--- src/rtl/mux_scheduler_if.sv ---
// -----------------------------------------------------------------------------
// mux_scheduler_if
// Bundles the signals between mux_scheduler and its neighbours: the
// driver_controller handshake (clk_enable, driver_ready, column_ready,
// position_sync), the rotation sensor input, the fpga_mul row enables and the
// row/slice indices consumed by the framebuffer read logic.
//
// Modports:
//   slave  - the scheduler itself (consumes handshake inputs, drives outputs)
//   master - the environment (drives handshake inputs, observes outputs)
// -----------------------------------------------------------------------------
interface mux_scheduler_if #(
  parameter int NB_MUX    = 8,
  parameter int NB_SLICES = 256
);
  localparam int MUX_W   = $clog2(NB_MUX);
  localparam int SLICE_W = $clog2(NB_SLICES);

  logic               clk_enable;
  logic               driver_ready;
  logic               column_ready;
  logic               position_in;
  logic               position_sync;
  logic [NB_MUX-1:0]  fpga_mul;
  logic [MUX_W-1:0]   mux_index;
  logic [SLICE_W-1:0] slice_index;
  logic               turn_done;
  logic               overrun;

  modport slave (
    input  clk_enable, driver_ready, column_ready, position_in,
    output position_sync, fpga_mul, mux_index, slice_index, turn_done, overrun
  );

  modport master (
    output clk_enable, driver_ready, column_ready, position_in,
    input  position_sync, fpga_mul, mux_index, slice_index, turn_done, overrun
  );
endinterface

--- src/rtl/mux_scheduler.sv ---
// -----------------------------------------------------------------------------
// mux_scheduler
// Drives the LED multiplex transistors in step with driver_controller. Every
// column_ready blanks all rows for DEAD_TIME clk_enable ticks, then enables the
// next row one-hot. Tracks the multiplex row and the angular slice, and
// realigns both to zero at the first row advance after a rotation sensor edge.
//
// Ports:
//   clk   - system clock
//   nrst  - asynchronous active-low reset
//   bus   - mux_scheduler_if.slave:
//           clk_enable    in  tick qualifier for the dead-time counter
//           driver_ready  in  driver_controller is streaming
//           column_ready  in  one-clk pulse, new column latched in drivers
//           position_in   in  rotation sensor level, synchronous to clk
//           position_sync out one-clk pulse on realignment
//           fpga_mul      out one-hot row enable, zero while blanking/idle
//           mux_index     out row enabled or about to be enabled
//           slice_index   out current angular slice
//           turn_done     out one-clk pulse on slice wrap or realignment
//           overrun       out sticky: column_ready arrived while blanking
// Assumes NB_MUX and NB_SLICES are powers of two >= 2.
// -----------------------------------------------------------------------------
module mux_scheduler #(
  parameter int NB_MUX    = 8,
  parameter int NB_SLICES = 256,
  parameter int DEAD_TIME = 4
) (
  input  logic          clk,
  input  logic          nrst,
  mux_scheduler_if.slave bus
);
  localparam int MUX_W   = $clog2(NB_MUX);
  localparam int SLICE_W = $clog2(NB_SLICES);

  localparam logic [7:0]         DEAD_LOAD  = 8'(DEAD_TIME);
  localparam logic [MUX_W-1:0]   MUX_LAST   = MUX_W'(NB_MUX - 1);
  localparam logic [SLICE_W-1:0] SLICE_LAST = SLICE_W'(NB_SLICES - 1);
  localparam logic [NB_MUX-1:0]  MUL_ONE    = NB_MUX'(1);

  typedef enum logic [1:0] {
    IDLE,
    BLANK,
    ON
  } state_t;

  state_t             state_q, state_d;
  logic [7:0]         dead_q, dead_d;
  logic [MUX_W-1:0]   mux_q, mux_d;
  logic [SLICE_W-1:0] slice_q, slice_d;
  logic [NB_MUX-1:0]  mul_q, mul_d;
  logic               pend_q, pend_d;
  logic               pos_q;
  logic               psync_q, psync_d;
  logic               turn_q, turn_d;
  logic               ovr_q, ovr_d;

  logic pos_rise;
  logic pend_eff;

  assign pos_rise = bus.position_in & ~pos_q;
  // An edge arriving on the same clk as the advance is honoured by that advance.
  assign pend_eff = pend_q | pos_rise;

  always_comb begin
    // NOTE: every variable gets a default before any branch so no path leaves
    // it unassigned; that is what keeps this block free of inferred latches.
    state_d = state_q;
    dead_d  = dead_q;
    mux_d   = mux_q;
    slice_d = slice_q;
    mul_d   = mul_q;
    pend_d  = pend_eff;
    psync_d = 1'b0;
    turn_d  = 1'b0;
    ovr_d   = ovr_q;

    if (!bus.driver_ready) begin
      // Losing the driver stops the rows at once; indices and pending sync hold.
      state_d = IDLE;
      mul_d   = '0;
    end else begin
      unique case (state_q)
        IDLE: begin
          state_d = BLANK;
          dead_d  = DEAD_LOAD;
          mul_d   = '0;
        end

        BLANK: begin
          mul_d = '0;
          if (bus.column_ready) ovr_d = 1'b1;
          if (bus.clk_enable) begin
            if (dead_q <= 8'd1) begin
              state_d = ON;
              dead_d  = '0;
              mul_d   = MUL_ONE << mux_q;
            end else begin
              dead_d = dead_q - 8'd1;
            end
          end
        end

        ON: begin
          if (bus.column_ready) begin
            state_d = BLANK;
            dead_d  = DEAD_LOAD;
            mul_d   = '0;
            if (pend_eff) begin
              mux_d   = '0;
              slice_d = '0;
              pend_d  = 1'b0;
              psync_d = 1'b1;
              turn_d  = 1'b1;
            end else if (mux_q == MUX_LAST) begin
              mux_d = '0;
              if (slice_q == SLICE_LAST) begin
                slice_d = '0;
                turn_d  = 1'b1;
              end else begin
                slice_d = slice_q + 1'b1;
              end
            end else begin
              mux_d = mux_q + 1'b1;
            end
          end
        end

        default: begin
          state_d = IDLE;
          mul_d   = '0;
        end
      endcase
    end
  end

  // NOTE: sequential state uses non-blocking assignments only, so every
  // register samples the pre-edge values computed above.
  always_ff @(posedge clk or negedge nrst) begin
    if (!nrst) begin
      state_q <= IDLE;
      dead_q  <= '0;
      mux_q   <= '0;
      slice_q <= '0;
      mul_q   <= '0;
      pend_q  <= 1'b0;
      pos_q   <= 1'b0;
      psync_q <= 1'b0;
      turn_q  <= 1'b0;
      ovr_q   <= 1'b0;
    end else begin
      state_q <= state_d;
      dead_q  <= dead_d;
      mux_q   <= mux_d;
      slice_q <= slice_d;
      mul_q   <= mul_d;
      pend_q  <= pend_d;
      pos_q   <= bus.position_in;
      psync_q <= psync_d;
      turn_q  <= turn_d;
      ovr_q   <= ovr_d;
    end
  end

  assign bus.fpga_mul      = mul_q;
  assign bus.mux_index     = mux_q;
  assign bus.slice_index   = slice_q;
  assign bus.position_sync = psync_q;
  assign bus.turn_done     = turn_q;
  assign bus.overrun       = ovr_q;
endmodule

--- src/flat_wrapper.sv ---
// flat-port wrapper written by rule: the top's interface ports become plain ports
module mux_scheduler_flat 
#(
  parameter int NB_MUX    = 8,
  parameter int NB_SLICES = 256,
  parameter int DEAD_TIME = 4
)
  (clk, nrst, bus_clk_enable, bus_driver_ready, bus_column_ready, bus_position_in, bus_position_sync, bus_fpga_mul, bus_mux_index, bus_slice_index, bus_turn_done, bus_overrun);
  mux_scheduler_if #(.NB_MUX(NB_MUX), .NB_SLICES(NB_SLICES)) bus_i ();
  input  logic clk;
  input  logic nrst;
  input wire logic [$bits(bus_i.clk_enable)-1:0] bus_clk_enable;
  input wire logic [$bits(bus_i.driver_ready)-1:0] bus_driver_ready;
  input wire logic [$bits(bus_i.column_ready)-1:0] bus_column_ready;
  input wire logic [$bits(bus_i.position_in)-1:0] bus_position_in;
  output wire logic [$bits(bus_i.position_sync)-1:0] bus_position_sync;
  output wire logic [$bits(bus_i.fpga_mul)-1:0] bus_fpga_mul;
  output wire logic [$bits(bus_i.mux_index)-1:0] bus_mux_index;
  output wire logic [$bits(bus_i.slice_index)-1:0] bus_slice_index;
  output wire logic [$bits(bus_i.turn_done)-1:0] bus_turn_done;
  output wire logic [$bits(bus_i.overrun)-1:0] bus_overrun;
  assign bus_i.clk_enable = bus_clk_enable;
  assign bus_i.driver_ready = bus_driver_ready;
  assign bus_i.column_ready = bus_column_ready;
  assign bus_i.position_in = bus_position_in;
  assign bus_position_sync = bus_i.position_sync;
  assign bus_fpga_mul = bus_i.fpga_mul;
  assign bus_mux_index = bus_i.mux_index;
  assign bus_slice_index = bus_i.slice_index;
  assign bus_turn_done = bus_i.turn_done;
  assign bus_overrun = bus_i.overrun;
  mux_scheduler #(.NB_MUX(NB_MUX), .NB_SLICES(NB_SLICES), .DEAD_TIME(DEAD_TIME)) u_core (.clk(clk), .nrst(nrst), .bus(bus_i));
endmodule
--- config.mk ---
export PLATFORM = sky130hd
export DESIGN_NAME = mux_scheduler_flat
export DESIGN_NICKNAME = d
export VERILOG_FILES = /design/src/rtl/mux_scheduler_if.sv /design/src/rtl/mux_scheduler.sv /design/src/flat_wrapper.sv
export SDC_FILE = /design/constraint.sdc
export NUM_CORES = 1
export LEC_CHECK = 0
export ABC_AREA = 1
export CAP_MARGIN = 20
export CORE_ASPECT_RATIO = 0.8
export CORE_MARGIN = 3
export CORE_UTILIZATION = 55
export DETAILED_ROUTE_END_ITERATION = 10
export PLACE_DENSITY = 0.91
export SLEW_MARGIN = 10
export SYNTH_ARGS = -nofsm -noshare
export SYNTH_HDL_FRONTEND = slang
export SYNTH_SLANG_ARGS = --single-unit
--- constraint.sdc ---
create_clock -name clk -period 2.45 [get_ports clk]
set_clock_uncertainty 0.05 [all_clocks]
set_input_delay 0.49 -clock clk [delete_from_list [all_inputs] [get_ports clk]]
set_output_delay 0.49 -clock clk [all_outputs]
set_load 0.03 [all_outputs]
==> results.toml <==
[run_status]
status = "finished, final reports clean"

[worst_setup_path]
worstPathArrival_ps = 1480
r2r_cells = 8
start_kind = "flop"
crit_cells = 1
cp-end-kind = "output pin"
path_buf_inv = 1
crit_family = "buffers and inverters"
critical_path.cell_chain = "clkdlybuf4s50_1"
max_stage_delay_ps = 710
r2r_start = "u_core.bus.mux_index[0]"
required_ps = 1910
timing.setup.critical_path_class = "flop to output pin"
timing.rr.end = "u_core.bus.slice_index[6]"
r2r_setup_slack_ps = 730
cp_max_fo = 6
slowest_stage = "clkdlybuf4s50_1"

[global_route]
antenna_found_initial = 0
use_met1_pct = 25.0
grt_pass1_vias = 1502
overflow = 0
grt_pass1_wl_um = 6300
busiest_layer = "met2"
use_met2_pct = 31.6
grtUsageTotal_pct = 19.5
use_met3_pct = 5.28
grt_max_degree = 35

[cells_and_area]
antennaDiodeCount = 0
nets = 279
layout_commonest_cell = "nand2_1"
nFillCells = 208
multiInputGateArea_um2 = 791
mostFrequentLayoutCells = "nand2_1 (54), inv_1 (38), dfrtp_1 (34)"
regArea_um2 = 851
area_growth_pct = 23.7
drive_gt1_share_pct = 7.92

[synthesis]
ys_seq_area_share_pct = 47.0
synth_area_per_cell_um2 = 7.87
synthArstFlopShare_pct = 100
synth_nets = 245
netlist_top_cells_area = "dfrtp_1 (47%), nand2_1 (11%), inv_1 (7.9%)"
synth-edff-count = 0
yosysWarningCount = 0
ys_types = 25
synth_top_area_cell = "dfrtp_1"
synth.top_cell.area_share_pct = 47.0
syn_area_um2 = 1810
ys_seq_elements = 34
syn_inst = 230
synth_top_flop_cell = "dfrtp_1"

[timing]
min_period_ps = 2020
rsz0062_at_grt = "false"
setup_viol = 0
final.setup.worst_slack_ps = 432
worstMarginPinSlew_ps = 503
fmax_mhz = 496
final_hold_viol_count = 0
tns_ps = 0
fin_hold_ws_ps = 432
relSlewSlack_pct = 66.4
drv_slew = 0
period_share_pct = 82.4

[cts]
cts.htree.levels = 2
cts_buffers = 5
root_buffer = "clkbuf_8"
cts_setup_buffers = 0
hold_buffers = 0
cts_tree = "done"
clk_pin_slew_ps = 80
clk_path_buf_depth = 2
clock_latency_ps = 290
cts.sinks = 34
ctsResizeCount = 0

[pwr]
leakagePower_nw = 1.12
peakVddDrop_mv = 0.788
p_per_area_nw_per_um2 = 986
total_power_mw = 2.21

[floorplanning]
dieHeight_um = 57.3
row_count = 17
ios = 28
start_util_pct = 61.6
die_area_um2 = 4020
die_w_um = 70.1
core-area_um2 = 2940

[job]
cap_violations = 0

[route]
final_antenna_net_count = 0
drc = 0
first_pass_iters = 5
drt-initial-drc-count = 136
wl_per_cell_um = 11.9
avgViaCountPerCell = 5.22
wl_um = 3600
vias = 1583

[hold_path]
hp-class = "flop to flop"
hold_path_depth = 2
min_to = "u_core.bus.fpga_mul[6]"
hp-start = "u_core.bus.fpga_mul[6]"

[placed_design]
dpl.hpwl_um = 2640
gp_congestion = 0.869
portBuffers = 27
pre_cts_slack_ps = 244
Yosys cell counts (all sizes together) (2+ instances only):
cell type and n:
nand3 21, ha 9, a21oi 8, nand2 56, clkinv 2, inv 38
buf 2, nor3 2, dfrtp 34, nand4 8, o21ai 17, nor2 28
cell type report:
| type | count | share of cell area, % |
|---|---|---|
| timing repair buffer | 29 | 12.7 |
| clock buffer | 5 | 3.07 |
| multi-input combinational | 154 | 35.3 |
| clock inverter | 3 | 1.79 |
| sequential | 34 | 38.0 |
| tap | 38 | 2.12 |
| inverter | 40 | 6.93 |
cells by family after synthesis:
family                     share of synthesized area [%]
DFF                                                 47.0
and+or+nand+nor                                     28.3
AOI/OAI and AO/OA                                   9.20
adders and majority gates                           6.22
buffers and inverters                               9.27
power by group:
| part | internal [mW] | total (mW) | switching [mW] |
|---|---|---|---|
| clock | 0.299 | 0.509 | 0.210 |
| sequential | 0.699 | 0.840 | 0.141 |
| combinational | 0.313 | 0.858 | 0.545 |
state kept, by name (all words and copies together), names as in the netlist:
signal / cells
u_core.bus.fpga_mul: 8
u_core.bus.position_sync: 1
u_core.dead_q: 8
u_core.pend_q: 1
u_core.bus.mux_index: 3
u_core.state_q: 2
u_core.bus.slice_index: 8
u_core.bus.overrun: 1
u_core.pos_q: 1
u_core.bus.turn_done: 1
routing by layer:
| layer | share of wire (%) | up-vias | wire, um |
|---|---|---|---|
| met5 | 0 | - | 0 |
| met4 | 1.9 | 0 | 70 |
| met3 | 6.1 | 9 | 220 |
| met2 | 44 | 61 | 1590 |
| met1 | 48 | 709 | 1720 |
| li1 | - | 804 | - |
metrics by stage:
stage                     util (%)  std cells  instance area, um2
after global placement        72.5        295                2130
after detailed placement      72.5        295                2130
final                         76.3        303                2240
after global routing          76.3        303                2240
after CTS                     76.3        303                2240
after floorplan                  -        230                1810
how the worst max path moves through the flow:
stage / slack (ps) / end / from
6_report: 430 / bus_mux_index[2] / u_core.bus.mux_index[2]
5_1_grt: 360 / u_core.dead_q[3] / bus_column_ready
4_1_cts: 450 / bus_mux_index[2] / u_core.bus.mux_index[2]
3_5_place_dp: 240 / u_core.dead_q[4] / bus_column_ready
3_3_place_gp: 350 / u_core.dead_q[5] / bus_column_ready
2_1_floorplan: 750 / u_core.bus.slice_index[6] / u_core.bus.mux_index[0]
Power figures use the tool's default switching activity.
